## config.mk

```make
export PLATFORM = sky130hd
export DESIGN_NAME = vga_text_console
export DESIGN_NICKNAME = d
export VERILOG_FILES = /design/src/rtl/vga_text_pkg.sv /design/src/rtl/vga_text_console_cursor.sv /design/src/rtl/vga_text_console.sv
export SDC_FILE = /design/constraint.sdc
export NUM_CORES = 1
export LEC_CHECK = 0
export ABC_CLOCK_PERIOD_IN_PS = 4300
export CORE_MARGIN = 1.5
export CORE_UTILIZATION = 61
export CTS_CLUSTER_DIAMETER = 120
export DETAILED_ROUTE_END_ITERATION = 10
export PLACE_DENSITY = 0.95
export SLEW_MARGIN = 25
export SYNTH_ARGS = -nofsm -noshare
export SYNTH_HDL_FRONTEND = slang
export SYNTH_SLANG_ARGS = --single-unit
```

## constraint.sdc

```tcl
create_clock -name fpga_clk -period 4.3 [get_ports fpga_clk]
set_input_delay 1.075 -clock fpga_clk [delete_from_list [all_inputs] [get_ports fpga_clk]]
set_output_delay 1.075 -clock fpga_clk [all_outputs]
set_load 0.005 [all_outputs]
```

## src/rtl/vga_text_pkg.sv

```systemverilog
// vga_text_pkg: shared screen sizes, control codes and console states
package vga_text_pkg;
   localparam int DEF_COLS = 80;
   localparam int DEF_ROWS = 30;
   localparam int VRAM_DEPTH = DEF_COLS * DEF_ROWS;
   localparam logic [7:0] CH_BS = 8'h08;
   localparam logic [7:0] CH_LF = 8'h0A;
   localparam logic [7:0] CH_FF = 8'h0C;
   localparam logic [7:0] CH_CR = 8'h0D;
   typedef enum logic [2:0] {IDLE, WRITE, SCROLL_RD, SCROLL_WR, SCROLL_FILL, CLEAR} console_state_t;
endpackage

```

## src/rtl/vga_text_console_cursor.sv

```systemverilog
// text_cursor: cursor column/row with advance, newline, carriage-return, back and home moves
module text_cursor #(
   parameter int COLS = 80,
   parameter int ROWS = 30
) (
   input  logic       fpga_clk,
   input  logic       rst,
   input  logic       advance,
   input  logic       newline,
   input  logic       cr,
   input  logic       back,
   input  logic       home,
   output logic [6:0] col,
   output logic [4:0] row,
   output logic       wrap_row
);
   localparam logic [6:0] LAST_COL = 7'(COLS - 1);
   localparam logic [4:0] LAST_ROW = 5'(ROWS - 1);
   logic eol;
   assign eol = col == LAST_COL;
   assign wrap_row = row == LAST_ROW && (newline || (advance && eol));
   // Apply at most one move per cycle; the row holds at the last row so the screen scrolls instead
   always_ff @(posedge fpga_clk or posedge rst)
      if (rst) begin
         col <= '0;
         row <= '0;
      end else if (home) begin
         col <= '0;
         row <= '0;
      end else if (newline || (advance && eol)) begin
         col <= '0;
         row <= row == LAST_ROW ? row : row + 5'd1;
      end else if (advance)
         col <= col + 7'd1;
      else if (cr)
         col <= '0;
      else if (back && col != 7'd0)
         col <= col - 7'd1;
      else if (back && row != 5'd0) begin
         col <= LAST_COL;
         row <= row - 5'd1;
      end
endmodule

```

## src/rtl/vga_text_console.sv

```systemverilog
// vga_text_console: byte stream to text VRAM writer with cursor, control codes, scroll and clear
module vga_text_console
   import vga_text_pkg::*;
#(
   parameter int COLS = DEF_COLS,
   parameter int ROWS = DEF_ROWS,
   parameter logic [7:0] BLANK_CHAR = 8'h20
) (
   input  logic        fpga_clk,
   input  logic        rst,
   input  logic [7:0]  char_in,
   input  logic        char_valid,
   output logic        char_ready,
   output logic [11:0] vram_addr,
   output logic [7:0]  vram_wdata,
   output logic        vram_we,
   input  logic [7:0]  vram_rdata,
   output logic [6:0]  cursor_col,
   output logic [4:0]  cursor_row,
   output logic        busy
);
   localparam logic [11:0] LINE = 12'(COLS);
   localparam logic [11:0] FILL_BASE = 12'((ROWS - 1) * COLS);
   localparam logic [11:0] LAST_CELL = 12'(COLS * ROWS - 1);
   console_state_t state;
   logic [7:0] wdata_q;
   logic [11:0] cur_addr;
   logic scroll_pend, accept, is_bs, is_lf, is_cr, is_ff, printable, wrap_row, at_origin;
   assign char_ready = state == IDLE && !rst;
   assign accept = char_valid && char_ready;
   assign is_bs = char_in == CH_BS;
   assign is_lf = char_in == CH_LF;
   assign is_cr = char_in == CH_CR;
   assign is_ff = char_in == CH_FF;
   assign printable = !(is_bs || is_lf || is_cr || is_ff);
   assign at_origin = cursor_col == 7'd0 && cursor_row == 5'd0;
   assign cur_addr = 12'(cursor_row) * LINE + 12'(cursor_col);
   assign vram_wdata = state == SCROLL_WR ? vram_rdata : wdata_q;
   text_cursor #(.COLS(COLS), .ROWS(ROWS)) u_cursor (
      .fpga_clk (fpga_clk),
      .rst      (rst),
      .advance  (accept && printable),
      .newline  (accept && is_lf),
      .cr       (accept && is_cr),
      .back     (accept && is_bs),
      .home     (state == CLEAR && vram_addr == LAST_CELL),
      .col      (cursor_col),
      .row      (cursor_row),
      .wrap_row (wrap_row)
   );
   // Console FSM; vram_addr doubles as the scroll source/destination and clear/fill index
   always_ff @(posedge fpga_clk or posedge rst)
      if (rst) begin
         state <= IDLE;
         vram_addr <= '0;
         wdata_q <= '0;
         vram_we <= 1'b0;
         busy <= 1'b0;
         scroll_pend <= 1'b0;
      end else
         case (state)
            IDLE:
               if (accept) begin
                  if (is_ff) begin
                     state <= CLEAR;
                     vram_addr <= '0;
                     wdata_q <= BLANK_CHAR;
                     vram_we <= 1'b1;
                     busy <= 1'b1;
                  end else if (is_lf && wrap_row) begin
                     state <= SCROLL_RD;
                     vram_addr <= LINE;
                     busy <= 1'b1;
                  end else if (printable) begin
                     state <= WRITE;
                     vram_addr <= cur_addr;
                     wdata_q <= char_in;
                     vram_we <= 1'b1;
                     scroll_pend <= wrap_row;
                  end else if (is_bs && !at_origin) begin
                     state <= WRITE;
                     vram_addr <= cur_addr - 12'd1;
                     wdata_q <= BLANK_CHAR;
                     vram_we <= 1'b1;
                     scroll_pend <= 1'b0;
                  end
               end
            WRITE: begin
               vram_we <= 1'b0;
               state <= scroll_pend ? SCROLL_RD : IDLE;
               busy <= scroll_pend;
               if (scroll_pend) vram_addr <= LINE;
            end
            SCROLL_RD: begin
               state <= SCROLL_WR;
               vram_addr <= vram_addr - LINE;
               vram_we <= 1'b1;
            end
            SCROLL_WR:
               if (vram_addr == FILL_BASE - 12'd1) begin
                  state <= SCROLL_FILL;
                  vram_addr <= FILL_BASE;
                  wdata_q <= BLANK_CHAR;
               end else begin
                  state <= SCROLL_RD;
                  vram_addr <= vram_addr + LINE + 12'd1;
                  vram_we <= 1'b0;
               end
            SCROLL_FILL, CLEAR:
               if (vram_addr == LAST_CELL) begin
                  state <= IDLE;
                  vram_we <= 1'b0;
                  busy <= 1'b0;
               end else
                  vram_addr <= vram_addr + 12'd1;
            default: state <= IDLE;
         endcase
endmodule
```

---- After elaboration in Yosys (flattened, before gate mapping) ----
Index checks and enable logic that the tools add are counted.
Widths: inputs -> output; s select.
storage, ports and cells
  register bits ........................... 38
  output and inout port bits .............. 35
  logic and storage cells ................. 141
cells by class
  add/sub/neg operators ................... 10
  $mul .................................... 1
  equal/unequal tests ..................... 28
  mux-type cells .......................... 53
  bitwise operators ....................... 2
  reductions and logical operators ........ 39
operator list
  kind                   number
  $mux 12                8
  $pmux 12 s5            1
  $mux 8                 7
  $mux 7                 6
  $mux 5                 7
  $eq 8x4->1 const B     4
  $add 12x1->12 const B  2
  $eq 12x12->1 const B   2
  $mux 3                 7
  $reduce_and 5->1       4
  $pmux 8 s2             1
  $pmux 3 s5             1
  $logic_and 1x1->1      14
  $add 12x7->12          1
  $add 12x7->12 const B  1
  $mux 1                 12
  $sub 12x1->12 const B  1
  $sub 12x7->12 const B  1
  $ne 2x2->1 const B     5
  $reduce_bool 5->1      2
  $ne 3x3->1 const B     3
  $mul 5x3->8 const B    1
  $add 7x1->7 const B    1
  $eq 7x7->1 const B     1
  29 further kinds       40

---- Longest topological paths before layout ----
Gate-level depths: netlist of the first run.
  depth in word-level cells ............... 14
  depth in mapped cells ................... 12

---- Hierarchy ----
From an unflattened synthesis of the first run, not the netlist that was laid out.
unflattened totals
  cell total of the unflattened synthesis .. 509
  area total of the unflattened synthesis .. 3978.8 um^2
by module, submodules not included
  module            instances  cells each  area an instance (um^2)  seq. area each (um^2)
  vga_text_console  1          380         2897.8                   650.6
  text_cursor       1          129         1081.0                   300.3

---- Worst setup path after synthesis of the first run ----
OpenSTA, ideal clock, no wires.
  path type ............................... input to register
  from .................................... input char_in[4]
  to ...................................... register u_cursor.row[4]
  arrival time ............................ 3.421 ns
  required time ........................... 4.234 ns
  path slack .............................. 0.813 ns
  cell stages on the path ................. 11
  path through ............................ nor4_2 nand4b_1 a21o_1 a21oi_1 inv_1 fa_1 a21o_1 a21oi_1 nor2_1 o221ai_1 and3_1
on the way
  longest elaborated chain between the ends .. 10
  elaborated cells between the ends (all ways) .. 24
ends and longest elaborated chain
  what                                                  RTL line                                        text
  start, declared                                       vga_text_console.sv:11                          input logic [7:0] char_in,
  $eq 8x4->1 (on tied branches)                         vga_text_console.sv:31, vga_text_console.sv:32
  $logic_or 1x1->1 (3 in series)                        vga_text_console.sv:35                          assign printable = !(is_bs || is_lf || is_cr || is_ff);
  $logic_not 1->1                                       vga_text_console.sv:35
  $logic_and 1x1->1                                     vga_text_console.sv:42                          .advance (accept && printable),
  $logic_and 1x1->1                                     vga_text_console_cursor.sv:30                   end else if (newline || (advance && eol)) begin
  $logic_or 1x1->1                                      vga_text_console_cursor.sv:30
  $ne 3x2->1 (no line) (tied with other cells)          n/a
  $reduce_and 5->1 (no line) or $mux 5 (tied branches)  n/a
  end signal, assigned                                  vga_text_console_cursor.sv:32                   row <= row == LAST_ROW ? row : row + 5'd1;
  end signal, assigned                                  vga_text_console_cursor.sv:41                   row <= row - 5'd1;
  end, declared                                         vga_text_console_cursor.sv:14                   output logic [4:0] row,
Parallel ways exist; a longest one is shown, timed or not.
A chain may end at the register's enable or synchronous reset.

---- Worst setup path in the final report of the first run ----
Ends and elaborated chain as after synthesis.

==> results of run 1 <==
power groups by stage:
stage | clock, uW | combinational (uW) | sequential [uW]
finish | 273 | 1780 | 804
global route | 295 | 1960 | 828
CTS | 272 | 1750 | 790
detailed placement | 0 | 1740 | 797
global placement | 0 | 1670 | 784
floorplan | 0 | 1250 | 662
kinds of logic (layout without fill, tap and decap cells):
group | Yosys count | in the layout
simple gates | 220 | 220
compound gates | 153 | 153
buf+inv | 47 | 81
flops | 38 | 38
fa+ha+maj | 25 | 25
xor+xnor | 17 | 17
mux | 8 | 8
stage by stage:
| step | worst slack [ns] | area (um2) | std cells |
|---|---|---|---|
| 5_1_grt | 0.255 | 4520 | 617 |
| 3_3_place_gp | 0.320 | 4420 | 609 |
| 3_5_place_dp | 0.211 | 4420 | 609 |
| 2_1_floorplan | 0.813 | 3900 | 508 |
| 6_report | 0.462 | 4520 | 617 |
| 4_1_cts | 0.510 | 4520 | 617 |
final cells by class:
type | count | area, um2
Clock buffer | 6 | 82.6
Clock inverter | 2 | 12.5
Fill cell | 474 | 1540
Inverter | 16 | 60.1
Multi-Input combinational cell | 423 | 2760
Sequential cell | 38 | 951
Tap cell | 75 | 93.8
Timing Repair Buffer | 57 | 561
layer usage:
metal | up-vias | track usage | wire length [um]
li1 | 1959 | - | -
met5 | - | 0 | 0
met4 | 0 | 0.106 | 267
met1 | 2012 | 0.442 | 4760
met2 | 276 | 0.555 | 5510
met3 | 38 | 0.0527 | 1110
state kept, by name, indices dropped and copies added (netlist names):
signal and cells:
busy 1, state 3, scroll_pend 1, u_cursor.row 5, wdata_q 8, u_cursor.col 7
vram_we 1, vram_addr 12
tightest hold or removal path, stage by stage (launching register included):
cell and delay [ns]:
dfrtp_1 0.35, nand2_1 0.05, o21ai_0 0.06
cell usage after synthesis, types with 9 or more instances:
| master | number |
|---|---|
| nand2_1 | 72 |
| nand3_1 | 18 |
| ha_1 | 22 |
| nor3_1 | 16 |
| xnor2_1 | 11 |
| clkbuf_1 | 26 |
| dfrtp_1 | 38 |
| nor2_1 | 45 |
| a21oi_1 | 26 |
| and3_1 | 9 |
| o21ai_0 | 37 |
| inv_1 | 16 |
path summary, 6_finish.rpt:
| kind | startpoint | endpoint | depth (start not counted) | slack, ns |
|---|---|---|---|---|
| min in group asynchronous | rst | u_cursor.col[3] | 2 | 1.24 |
| max in group asynchronous | rst | wdata_q[0] | 3 | 2.39 |
| worst min register to register | wdata_q[2] | wdata_q[2] | 2 | 0.49 |
| worst min-delay path | wdata_q[2] | wdata_q[2] | 2 | 0.49 |
| worst max register to register | u_cursor.row[1] | vram_addr[11] | 9 | 0.92 |
| worst max-delay path | char_in[4] | u_cursor.row[4] | 12 | 0.46 |
placed cells by master (no fill, tap or decap), types with 7 or more instances in the layout:
master | synthesis | routed
dfrtp_1 | 38 | 38
and3_1 | 9 | 9
and2_1 | 8 | 8
nor3_1 | 16 | 16
inv_1 | 16 | 15
a211oi_1 | 8 | 8
o21ai_0 | 37 | 37
ha_1 | 22 | 22
a21o_1 | 8 | 8
or3_1 | 7 | 7
nand2_1 | 72 | 72
xnor2_1 | 11 | 11
a21oi_1 | 26 | 26
nand4_1 | 8 | 8
nor2_1 | 45 | 45
a221oi_1 | 8 | 8
nand3_1 | 18 | 18
clkdlybuf4s50_1 | 0 | 53
==> results.json, run 1 <==
{
  "status": "finished, final reports clean",
  "tritoncts_clock_tree": "built",
  "synth-seq-cells": 38,
  "chip_height_um": 83.0,
  "crit_path_top_delay_cell": "clkdlybuf4s50_1",
  "report.power.total_uw": 2860,
  "muxShareOfSynthArea": 0.0221,
  "area_growth_pct": 15.8,
  "port_buffers": 53,
  "cts_root_buf": "clkbuf_8",
  "netSwitchingFraction": 0.482,
  "clock-skew-final_ns": 0.00759,
  "timing.critical_path.buf_inv": 2,
  "max_slew.worst_pin.slew_ns": 1.02,
  "synth_top_flop_cell": "dfrtp_1",
  "yosysTopAreaCellShare": 0.244,
  "crit_family": "compound AO/OA/AOI/OAI gates",
  "endpoint_kind_of_the_worst_setup_timing_path": "flip-flop",
  "drc_errors": 0,
  "fmax_mhz": 261,
  "clock_sinks": 38,
  "setup_viol": 0,
  "postSynthCellCount": 508,
  "worstPathArrival_ns": 4.08,
  "placeableCoreArea_um2": 6060,
  "share_seq_of_total_power": 0.281,
  "period_needed_ns": 3.84,
  "start_kind": "input pin",
  "synthDominantAreaCellType": "dfrtp_1",
  "critical_path.max_fanout": 9,
  "net-switching-power_uw": 1380,
  "numCtsBuffers": 5,
  "synth_sequential_area_ratio": 0.244,
  "yosys-top-cells-area": "dfrtp_1 24%, ha_1 7.1%, nand2_1 6.9%",
  "globalRouteTotalUtil": 0.333,
  "timing.critical_path.slowest_cell_delay_ns": 0.50,
  "drt-vias-per-instance": 6.94,
  "timing.max_slew.rel_slack": 0.314,
  "clkLatencyLatePin_ns": 0.30,
  "crit_required_ns": 4.55,
  "power.clock.fraction": 0.096,
  "max_cap_violations": 0,
  "routed-via-count": 4285,
  "place.gp.congestion": 0.971,
  "finalHoldWorstSlack_ns": 0.491,
  "layout.nets": 585,
  "synth-edff-count": 0,
  "yosys.area_share.adder": 0.0859,
  "grt_pass1_vias": 4003,
  "antenna_violating_nets_post_route": 0,
  "synth_simple_gate_area_share": 0.286,
  "wire_length_of_the_first_global_routing_pass_um": 19300,
  "routed_wire_length_per_instance_um": 18.9,
  "grt.overflow.total": 0,
  "synthDistinctLibCells": 72,
  "synth_top_family_by_area": "simple AND/OR/NAND/NOR gates",
  "antennaDiodeCount": 0,
  "hold_path_class": "flip-flop to flip-flop",
  "cell_internal_pwr_uw": 1480,
  "routed_wirelength_um": 11600,
  "drt_first_pass_iters": 6,
  "power.share.combinational": 0.624,
  "timing.setup.tns_ns": 0,
  "row_count": 28,
  "detailedRoute.firstIterationViolations": 718,
  "timing_max_transition_violations_final": 0,
  "synthesis.yosys.warnings": 0,
  "synth_area_per_cell_um2": 7.68,
  "post_cts.resized_instances": 0,
  "detailed_place_hpwl_um": 8540,
  "number_of_hold_repair_buffers_added_at_the_cts_stage": 0,
  "worst-setup-path-type": "input pin to flip-flop",
  "layout_cells_sized_above_1": 0.0498,
  "synth-compound-area-share": 0.271,
  "finalHoldViolations": 0,
  "setup_repair_after_global_routing_missed_its_margin": "false",
  "synth_fp_nets": 552,
  "grt_max_degree": 24,
  "clkTransAtPathRegs_ns": 0.09,
  "cell_area_after_synthesis_um2": 3900,
  "power.density_cell_area_nw_per_um2": 633,
  "number_of_antenna_violations_at_the_first_check_in_global_routing": 0,
  "die_width_um": 83.0,
  "synthXorXnorAreaFrac": 0.0417,
  "cp_cell_sequence": "clkdlybuf4s50_1, nor4_2, nand4b_1, a21o_1, a21oi_1, inv_1, fa_1, a21o_1, a21oi_1, nor2_1, o221ai_1, and3_1",
  "ioPinCount": 54,
  "cts_post_setup_buffers_inserted": 0,
  "htree_num_levels": 2,
  "final_core_util": 0.746,
  "dieArea_um2": 6890,
  "finalCritPeriodShare": 0.893,
  "maximum_root_to_sink_buffer_count": 2,
  "synth_async_sr_flop_share": 1.00,
  "starting_density_of_the_core": 0.644,
  "p_leak_uw": 0.00188,
  "worst_vdd_rail_ir_drop_v": 0.000518
}
Power figures use the tool's default switching activity.
==> run 2: changes to the inputs <==
--- a/config.mk
+++ b/config.mk
@@ -5,7 +5,6 @@
 export SDC_FILE = /design/constraint.sdc
 export NUM_CORES = 1
 export LEC_CHECK = 0
-export ABC_CLOCK_PERIOD_IN_PS = 4300
 export CORE_MARGIN = 1.5
 export CORE_UTILIZATION = 61
 export CTS_CLUSTER_DIAMETER = 120
@@ -14,4 +13,5 @@
 export SLEW_MARGIN = 25
 export SYNTH_ARGS = -nofsm -noshare
 export SYNTH_HDL_FRONTEND = slang
+export SYNTH_HIERARCHICAL = 1
 export SYNTH_SLANG_ARGS = --single-unit
==> run 2 against run 1 <==
Sequential share of layout area down 0.88 points. Clock power up 15%. Synthesized cell count up 0.20%. Non-clock buffer count up 10. Total power up 6.1%. Cell area up 4.3%. Clock skew up 0.0094 ns. Setup slack worse by 0.19 ns. Largest cell class unchanged. Count of clock-buffer cells in the layout down 1. Critical endpoint is now vram_addr[2].
==> results.json, run 2 <==
{
  "timing.setup.tns_ns": 0,
  "status": "finished, final reports clean",
  "start_kind": "input pin",
  "synth-edff-count": 0,
  "numCtsBuffers": 5,
  "fmax_mhz": 249,
  "drt_first_pass_iters": 6,
  "synth_top_flop_cell": "dfrtp_1",
  "routed_wire_length_per_instance_um": 18.4,
  "finalCritPeriodShare": 0.936,
  "multiInputGateArea_um2": 2850,
  "port_buffers": 53,
  "finalHoldViolations": 0,
  "layout_cells_sized_above_1": 0.0896,
  "period_needed_ns": 4.02,
  "yosys-top-cells-area": "dfrtp_1 24%, ha_1 7.5%, nand2_1 6.7%",
  "antennaDiodeCount": 0,
  "max_cap_violations": 0,
  "row_count": 29,
  "clock_sinks": 38,
  "area_growth_pct": 18.5,
  "biggestRegsByFlops": "vram_addr: 12 flops, wdata_q: 8 flops, u_cursor/col: 7 flops",
  "tritoncts_clock_tree": "built",
  "wire_length_of_the_first_global_routing_pass_um": 19100,
  "fill_cells": 477,
  "synth_fp_nets": 555,
  "yosysTopAreaCellShare": 0.239,
  "place.gp.congestion": 0.946,
  "placeableCoreArea_um2": 6310,
  "setup_repair_after_global_routing_missed_its_margin": "false",
  "htree_num_levels": 2,
  "clkTransAtPathRegs_ns": 0.09,
  "critical_path.max_fanout": 11,
  "chip_height_um": 83.8,
  "cell_area_after_synthesis_um2": 3980,
  "postSynthCellCount": 509,
  "synthTopCellsByCount": "71 x nand2_1, 38 x dfrtp_1, 36 x nor2_1",
  "endpoint_kind_of_the_worst_setup_timing_path": "flip-flop",
  "synthesis.yosys.warnings": 6,
  "die_width_um": 83.8,
  "detailedRoute.firstIterationViolations": 358,
  "synth_sequential_area_ratio": 0.239,
  "most_used_cells_in_the_layout_excluding_fill_and_tap_cells": "71 x nand2_1, 53 x clkdlybuf4s50_1, 38 x dfrtp_1, 36 x nor2_1",
  "timing.max_slew.rel_slack": 0.302,
  "clock-skew-final_ns": 0.0170,
  "synth_area_per_cell_um2": 7.82,
  "power.density_cell_area_nw_per_um2": 644,
  "grt_pass1_vias": 4110,
  "final_cells": 635,
  "p_leak_uw": 0.00198,
  "max_slew.worst_pin.slew_ns": 1.05,
  "ff_latch_area_um2": 951,
  "routed-via-count": 4354,
  "largest_register": "vram_addr",
  "worstPathArrival_ns": 4.19,
  "number_of_hold_repair_buffers_added_at_the_cts_stage": 0,
  "cts_post_setup_buffers_inserted": 0,
  "reg2reg_depth": 13,
  "layout.nets": 603,
  "routed_wirelength_um": 11700,
  "dpl.cell_count": 627,
  "layout_commonest_cell": "nand2_1",
  "number_of_flip_flops_in_the_largest_register": 12,
  "most_numerous_cell_in_the_yosys_netlist": "nand2_1",
  "grt.overflow.total": 0,
  "synthDistinctLibCells": 78,
  "synth_async_sr_flop_share": 1.00,
  "drc_errors": 0,
  "setup_viol": 0,
  "starting_density_of_the_core": 0.630,
  "ioPinCount": 54,
  "drt-vias-per-instance": 6.86,
  "crit_required_ns": 4.47,
  "clkLatencyLatePin_ns": 0.31,
  "synthDominantAreaCellType": "dfrtp_1",
  "number_of_antenna_violations_at_the_first_check_in_global_routing": 0,
  "hold_path_class": "flip-flop to flip-flop",
  "worst-setup-path-type": "input pin to flip-flop",
  "cts_root_buf": "clkbuf_8",
  "hold-path-cell-count": 2,
  "detailed_place_hpwl_um": 8620,
  "maximum_root_to_sink_buffer_count": 2,
  "grt_max_degree": 22,
  "timing_max_transition_violations_final": 0,
  "globalRouteTotalUtil": 0.332,
  "synth-seq-cells": 38,
  "worst_vdd_rail_ir_drop_v": 0.000496,
  "dieArea_um2": 7020,
  "antenna_violating_nets_post_route": 0
}
run 2: cell count changes in the layout (fill, tap and decap cells not counted), moves of 4 or more:
cell and delta:
nor2_1 -9, mux2_2 -4, buf_4 +10, a21oi_1 +6, a221o_1 +4, o21ai_1 +5, a221oi_1 -6, a211o_1 +5
nor4_1 +4, o21ai_0 -5
run 2: what timing repair did:
item | 4_1_cts | 5_1_grt
hold endpoints to repair | 0 | 0
setup endpoints to repair | 0 | 2
resized for setup | 0 | 1
run 2: path summary, 6_finish.rpt:
kind                            start         endpoint  slack, ns
min reg2reg                wdata_q[5]       wdata_q[5]       0.49
min in group asynchronous         rst  u_cursor/col[3]       1.21
max reg2reg                  state[2]     vram_addr[2]       0.99
min                        wdata_q[5]       wdata_q[5]       0.49
max                        char_in[7]     vram_addr[2]       0.28
max in group asynchronous         rst  u_cursor/row[1]       2.75
run 2: kinds of logic after synthesis:
group / Yosys count / synth area share
and+or+nand+nor: 227 / 0.307
AOI/OAI and AO/OA: 147 / 0.254
buffers and inverters: 43 / 0.0440
DFF: 38 / 0.239
adders and majority gates: 27 / 0.0906
xor gates and xnor gates: 22 / 0.0519
muxes: 5 / 0.0132
run 2: routing by layer:
metal | GRT usage | vias up | share of wire
li1 | - | 1983 | -
met1 | 0.423 | 2054 | 0.40
met2 | 0.556 | 265 | 0.49
met3 | 0.0564 | 52 | 0.077
met4 | 0.143 | 0 | 0.032
met5 | 0 | - | 0
run 2: area by class of cell:
type / count / share of cell area
clock inverters: 3 / 0.00955
repair buffers: 67 / 0.135
flip-flops and latches: 38 / 0.202
multi-input cells: 428 / 0.605
clock buffers: 5 / 0.0146
well taps: 77 / 0.0204
inverters: 17 / 0.0141
run 2: critical path, cell delays in order:
cell,delay [ns]
clkdlybuf4s50_1,0.49
nor4b_1,0.33
buf_4,0.18
nand2_1,0.13
nor2_1,0.18
and3_1,0.22
a41o_4,0.14
inv_4,0.03
nor2_1,0.20
nand2_1,0.12
o21ai_1,0.19
a21o_1,0.19
o21ai_2,0.13
buf_4,0.21
o31ai_1,0.25
o21ai_0,0.13
run 2: metrics by stage:
step,hold WS (ns),util,setup WS (ns),area (um2),power (uW)
6_report,0.493,0.747,0.277,4720,3040
4_1_cts,0.498,0.747,0.315,4720,2990
3_5_place_dp,0.477,0.729,0.101,4600,2670
2_1_floorplan,0.448,-,0.326,3980,2000
3_3_place_gp,0.462,0.729,0.244,4600,2590
5_1_grt,0.510,0.747,0.0245,4720,3250
run 2: power breakdown:
part	switching, uW	total (uW)	internal, uW
sequential	371	873	502
combinational	944	1850	906
clock	140	313	173
total	1460	3040	1580
==> edit 1: new RTL, config.mk and constraints of run 2 <==
The 6 states of `console_state_t` get a one-hot encoding in 6 bits.
--- a/src/rtl/vga_text_pkg.sv
+++ b/src/rtl/vga_text_pkg.sv
@@ -8,5 +8,5 @@
    localparam logic [7:0] CH_FF = 8'h0C;
    localparam logic [7:0] CH_CR = 8'h0D;
-   typedef enum logic [2:0] {IDLE, WRITE, SCROLL_RD, SCROLL_WR, SCROLL_FILL, CLEAR} console_state_t;
+   typedef enum logic [5:0] {IDLE = 6'b000001, WRITE = 6'b000010, SCROLL_RD = 6'b000100, SCROLL_WR = 6'b001000, SCROLL_FILL = 6'b010000, CLEAR = 6'b100000} console_state_t;
 endpackage
 
Formal check against the unedited RTL: no difference found for any inputs over 4 cycles, from zero or initial values and one cycle with rst high; so few cycles prove little.
==> edit 1 against run 2 <==
  * Area after synthesis is 8.8% higher
  * Register-to-register slack got worse by 0.15 ns
  * Synthesized cell count increased by 7.1%
  * Sequential cell count increased by 3
  * Total power grew 3.6%
  * Non-clock buffer count down 2
  * Via count is 7.5% higher
  * Combinational power up 8%
  * Setup slack worse by 0.11 ns
  * Sequential share of layout area grew 0.21 points
  * Final area is 6.9% higher
  * Routed wire length rose by 9.6%
  * Count of clock-buffer cells in the layout unchanged
  * Critical path type unchanged
  * Critical endpoint is now vram_addr[0]
  * Largest power group unchanged
==> edit 1: results (changes against run 2) <==
Worst reg-to-reg setup slack: 0.84 ns (-0.15 ns)
Outcome: finished clean
Most instantiated cells after synthesis: nand2_1 (72), dfrtp_1 (40), nor2_1 (37)
Min Hold Slack: 0.497 ns (+0.00429 ns)
Number of global-route vias before repair: 4584 (+12%)
Placed cell area: 0.00493 mm^2 (+7.2%)
First-pass GRT wire length: 21600 um (+13%)
Mux share of post-synthesis cell area: 2.11% (+0.79 points)
Post-Synth Adder-Cell Area: 8.32% (-0.74 points)
Wl on met1: 5240 um (+11%)
Critical path's slowest cell: or4b_4
Mean number of vias per cell: 6.79 (-0.94%)
Post-synthesis cell type count: 88 (+13%)
Final Non-Filler Cells: 689 (+8.5%)
Reg-to-Reg End: vram_addr[11]
Routed met3 length: 1080 um (+20%)
Syn_nets: 591 (+6.5%)
Sequential area share after synthesis: 23.7% (-0.18 points)
Fraction of layout cells with a size suffix above 1: 8.77% (-0.19 points)
Syn avg cell area: 7.95 um^2 (+1.6%)
Leak Pwr: 2.09 nW (+5.3%)
GPL Wtd Cong: 0.934 (-1.3%)
Critical path arrival: 4.32 ns (+0.13 ns)
Placed Cells: 680 (+8.5%)
Hold Crit Endpoint: wdata_q[2]
Core area: 0.00683 mm^2 (+8.2%)
Worst R2R Start: u_cursor/row[1]
## edit 1: worst max path at each step
| stage | from | endpoint |
|---|---|---|
| finish | char_in[4] | vram_addr[0] |
| global route | char_in[4] | vram_addr[0] |
| CTS | char_in[4] | vram_addr[0] |
| detailed placement | char_in[4] | vram_addr[0] |
| global placement | char_in[4] | vram_addr[1] |
| floorplan | char_in[4] | vram_addr[0] |
## edit 1: cell families (layout without fill, tap and decap cells)
logic type               Yosys count  after routing
AO/OA/AOI/OAI                    157            157
XOR/XNOR                          17             17
adder cells (fa/ha/maj)           27             27
buffers and inverters             50             98
flip-flops                        41             41
multiplexers                       8              8
AND/OR/NAND/NOR                  245            245
## edit 1: cell type report
class / count / area, um^2
Clock buffer: 5 / 68.8
Clock inverter: 3 / 25.0
Fill cell: 520 / 1790
Inverter: 25 / 101
Multi-Input combinational cell: 454 / 3080
Sequential cell: 41 / 1030
Tap cell: 96 / 120
Timing Repair Buffer: 65 / 621
## edit 1: stage by stage
| step | worst slack, ns | setup TNS, ns | power, mW |
|---|---|---|---|
| global placement | 0.0219 | 0 | 2.69 |
| CTS | 0.0991 | 0 | 3.08 |
| finish | 0.169 | 0 | 3.14 |
| detailed placement | -0.161 | -0.522 | 2.79 |
| global route | 0.0541 | 0 | 3.39 |
| floorplan | 0.481 | 0 | 2.11 |
## edit 1: repair_timing
action | 4_1_cts | 5_1_grt
buffers inserted | 0 | 1
hold buffers | 0 | 0
gates resized for setup | 0 | 1
endpoints found under the hold margin | 0 | 0
endpoints found under the setup margin | 0 | 2
## edit 1: report_power, final
group	internal (mW)	total (mW)	switching (mW)
clock	0.117	0.278	0.160
sequential	0.540	0.876	0.336
combinational	0.951	1.99	1.04
total	1.61	3.14	1.54
## edit 1: worst register-to-register path: stages (launching register included)
cell,delay (ns)
dfrtp_1,0.52
ha_1,0.37
ha_1,0.26
fa_1,0.42
xor2_1,0.45
o2111a_1,0.29
xnor3_1,0.26
nor4b_1,0.43
mux2i_1,0.23
a31oi_1,0.09
## edit 1: per-layer routing
layer	up-vias	track usage, %
li1	2136	-
met1	2246	45.7
met2	269	59.1
met3	29	6.07
met4	0	12.4
met5	-	0
==> edit 2: new RTL, flow settings as in run 2 <==
Without the edit above. Change the parameter `BLANK_CHAR` from 8'h20 to 8'h18.
--- a/src/rtl/vga_text_console.sv
+++ b/src/rtl/vga_text_console.sv
@@ -5,5 +5,5 @@
    parameter int COLS = DEF_COLS,
    parameter int ROWS = DEF_ROWS,
-   parameter logic [7:0] BLANK_CHAR = 8'h20
+   parameter logic [7:0] BLANK_CHAR = 8'h18
 ) (
    input  logic        fpga_clk,
Function: changed (Yosys sat finds a counterexample within 4 cycles, from zero or initial values and one cycle with rst high).
==> edit 2 against run 2 <==
  * Clock power decreased by 12%
  * Sequential share of layout area increased by 0.19 points
  * Sequential cell count unchanged
  * Sequential power decreased by 0.7%
  * Area after synthesis about the same
  * Routed wire length increased by 0.49%
  * Total power decreased by 1.2%
  * Non-clock buffer count decreased by 3
  * Utilization decreased by 0.71 points
  * Final area decreased by 0.96%
  * First-iteration DRC count increased by 19%
  * Die area about the same
  * Setup slack improved by 0.013 ns
  * Largest cell class unchanged
  * Largest power group unchanged
==> edit 2: results (changes against run 2) <==
Initial DRC count: 425 (+19%)
Clock latency on the worst-skew pair: 0.31 ns (about the same)
Top flop regs: vram_addr x12, wdata_q x8, u_cursor/col x7
Post-CTS Setup Inserts: 0 (unchanged)
Hold Path Class: reg -> reg
Outcome: finished clean
Number of global-route vias before repair: 4075 (-0.85%)
Reg clk slew, reported paths: 0.08 ns
Max_slew headroom: 25.4% (-4.7 points)
CTS Buffer Depth: 2 (unchanged)
Post-DP HPWL: 8710 um (+1.0%)
Fin nets: 600 (-0.50%)
CP max FO: 16 (+5)
Fraction of layout cells with a size suffix above 1: 8.29% (-0.67 points)
I/O Buffers: 53 (unchanged)
Sequential area share after synthesis: 23.9% (about the same)
Leak Pwr: 1.97 nW (-0.60%)
Initial antenna violation count: 0 (unchanged)
Critical path arrival: 4.18 ns (about the same)
Drt wl/cell: 18.6 um (+0.96%)
First-pass GRT wire length: 19300 um (+1.2%)
DR pass1 iterations: 5 (-1)
Antenna diode count: 0 (unchanged)
Largest net degree at the start of global routing: 22 (unchanged)
Most instantiated cells after synthesis: nand2_1 (70), dfrtp_1 (38), nor2_1 (37)
Syn_nets: 555 (unchanged)
Mean number of vias per cell: 6.74 (-1.7%)
Total global routing track utilization: 33.5% (+0.33 points)
Ranking of synthesized cells by area: dfrtp_1 (24%), ha_1 (7.6%), nand2_1 (6.6%)
H-tree levels: 2 (unchanged)
Synth warn: 6 (unchanged)
Post-synthesis cell type count: 78 (unchanged)
CTS buffer count: 5 (unchanged)
GPL Wtd Cong: 0.949 (+0.30%)
Clk root buf: clkbuf_8
Clk_skew: 0.00977 ns (-0.00719 ns)
Fin. max-slew vios: 0 (unchanged)
Asr flop ratio synth: 100% (unchanged)
Peak supply drop: 0.000491 V (-1.1%)
edit 2: changes by cell type in the layout (fill, tap and decap cells not counted):
cell	change
clkinvlp_4	-1
clkbuf_8	+1
nor3_1	-1
a21oi_2	-1
bufinv_16	-1
o31ai_1	-1
nor2_1	+1
a21o_1	+1
clkinv_2	+1
buf_4	-3
a21oi_1	+2
nand2_1	-1
edit 2: metrics by stage:
step	cell area [um^2]	setup slack [ns]	power [mW]	utilization, %	cells
after floorplan	3980	0.326	1.99	-	509
final	4670	0.289	3.00	74.0	632
after detailed placement	4580	0.0270	2.67	72.5	624
after global routing	4670	0.0603	3.21	74.0	632
after global placement	4580	0.184	2.58	72.5	624
after CTS	4670	0.274	2.96	74.0	632
edit 2: what timing repair did:
item                                    CTS  global route
resized for setup                         0             1
hold buffers                              0             0
endpoints found under the setup margin    0             3
edit 2: layout make-up:
class                           count  area (um^2)
Timing Repair Buffer               64          613
Clock inverter                      2         12.5
Inverter                           17         66.3
Tap cell                           77         96.3
Fill cell                         467         1640
Multi-Input combinational cell    428         2850
Sequential cell                    38          951
Clock buffer                        6         82.6
edit 2: report_power, final:
group          internal [mW]  total [mW]  switching (mW)
logic                  0.906        1.86           0.952
clock network          0.129       0.274           0.145
registers              0.502       0.867           0.365
total                   1.54        3.00            1.46
edit 2: routing by layer:
metal,GRT usage [%],vias to the layer above,wire (um)
met5,0,-,0
met4,14.5,0,372
met3,4.95,41,914
met2,55.2,239,5700
met1,44.0,2008,4770
li1,-,1970,-
edit 2: final timing paths:
kind	from	end	slack [ns]	depth (start not counted)
setup / recovery	char_in[5]	vram_addr[8]	0.29	16
hold / removal	wdata_q[4]	wdata_q[4]	0.48	1
setup reg to reg	state[2]	vram_addr[8]	0.95	13
hold reg to reg	wdata_q[4]	wdata_q[4]	0.48	1
max in group asynchronous	rst	vram_addr[8]	2.67	3
min in group asynchronous	rst	state[2]	1.15	2
edit 2: cell families after synthesis:
| kind of cell | after synthesis | synth area share [%] |
|---|---|---|
| AND/OR/NAND/NOR | 226 | 30.6 |
| AO/OA/AOI/OAI | 148 | 25.5 |
| buffers and inverters | 43 | 4.41 |
| flip-flops | 38 | 23.9 |
| adder cells (fa/ha/maj) | 27 | 9.07 |
| XOR/XNOR | 22 | 5.19 |
| multiplexers | 5 | 1.32 |
edit 2: worst max-delay path: stages:
cell and delay, ns:
clkdlybuf4s50_1 0.45, nor4b_1 0.33, buf_4 0.19, nand2_1 0.12
nor2_1 0.17, and3_1 0.23, a41o_4 0.15, inv_4 0.07
nor2_1 0.19, nand2_1 0.10, o21ai_1 0.18, a21o_1 0.21
o21ai_2 0.09, buf_4 0.21, o21ai_0 0.31, a21oi_1 0.13
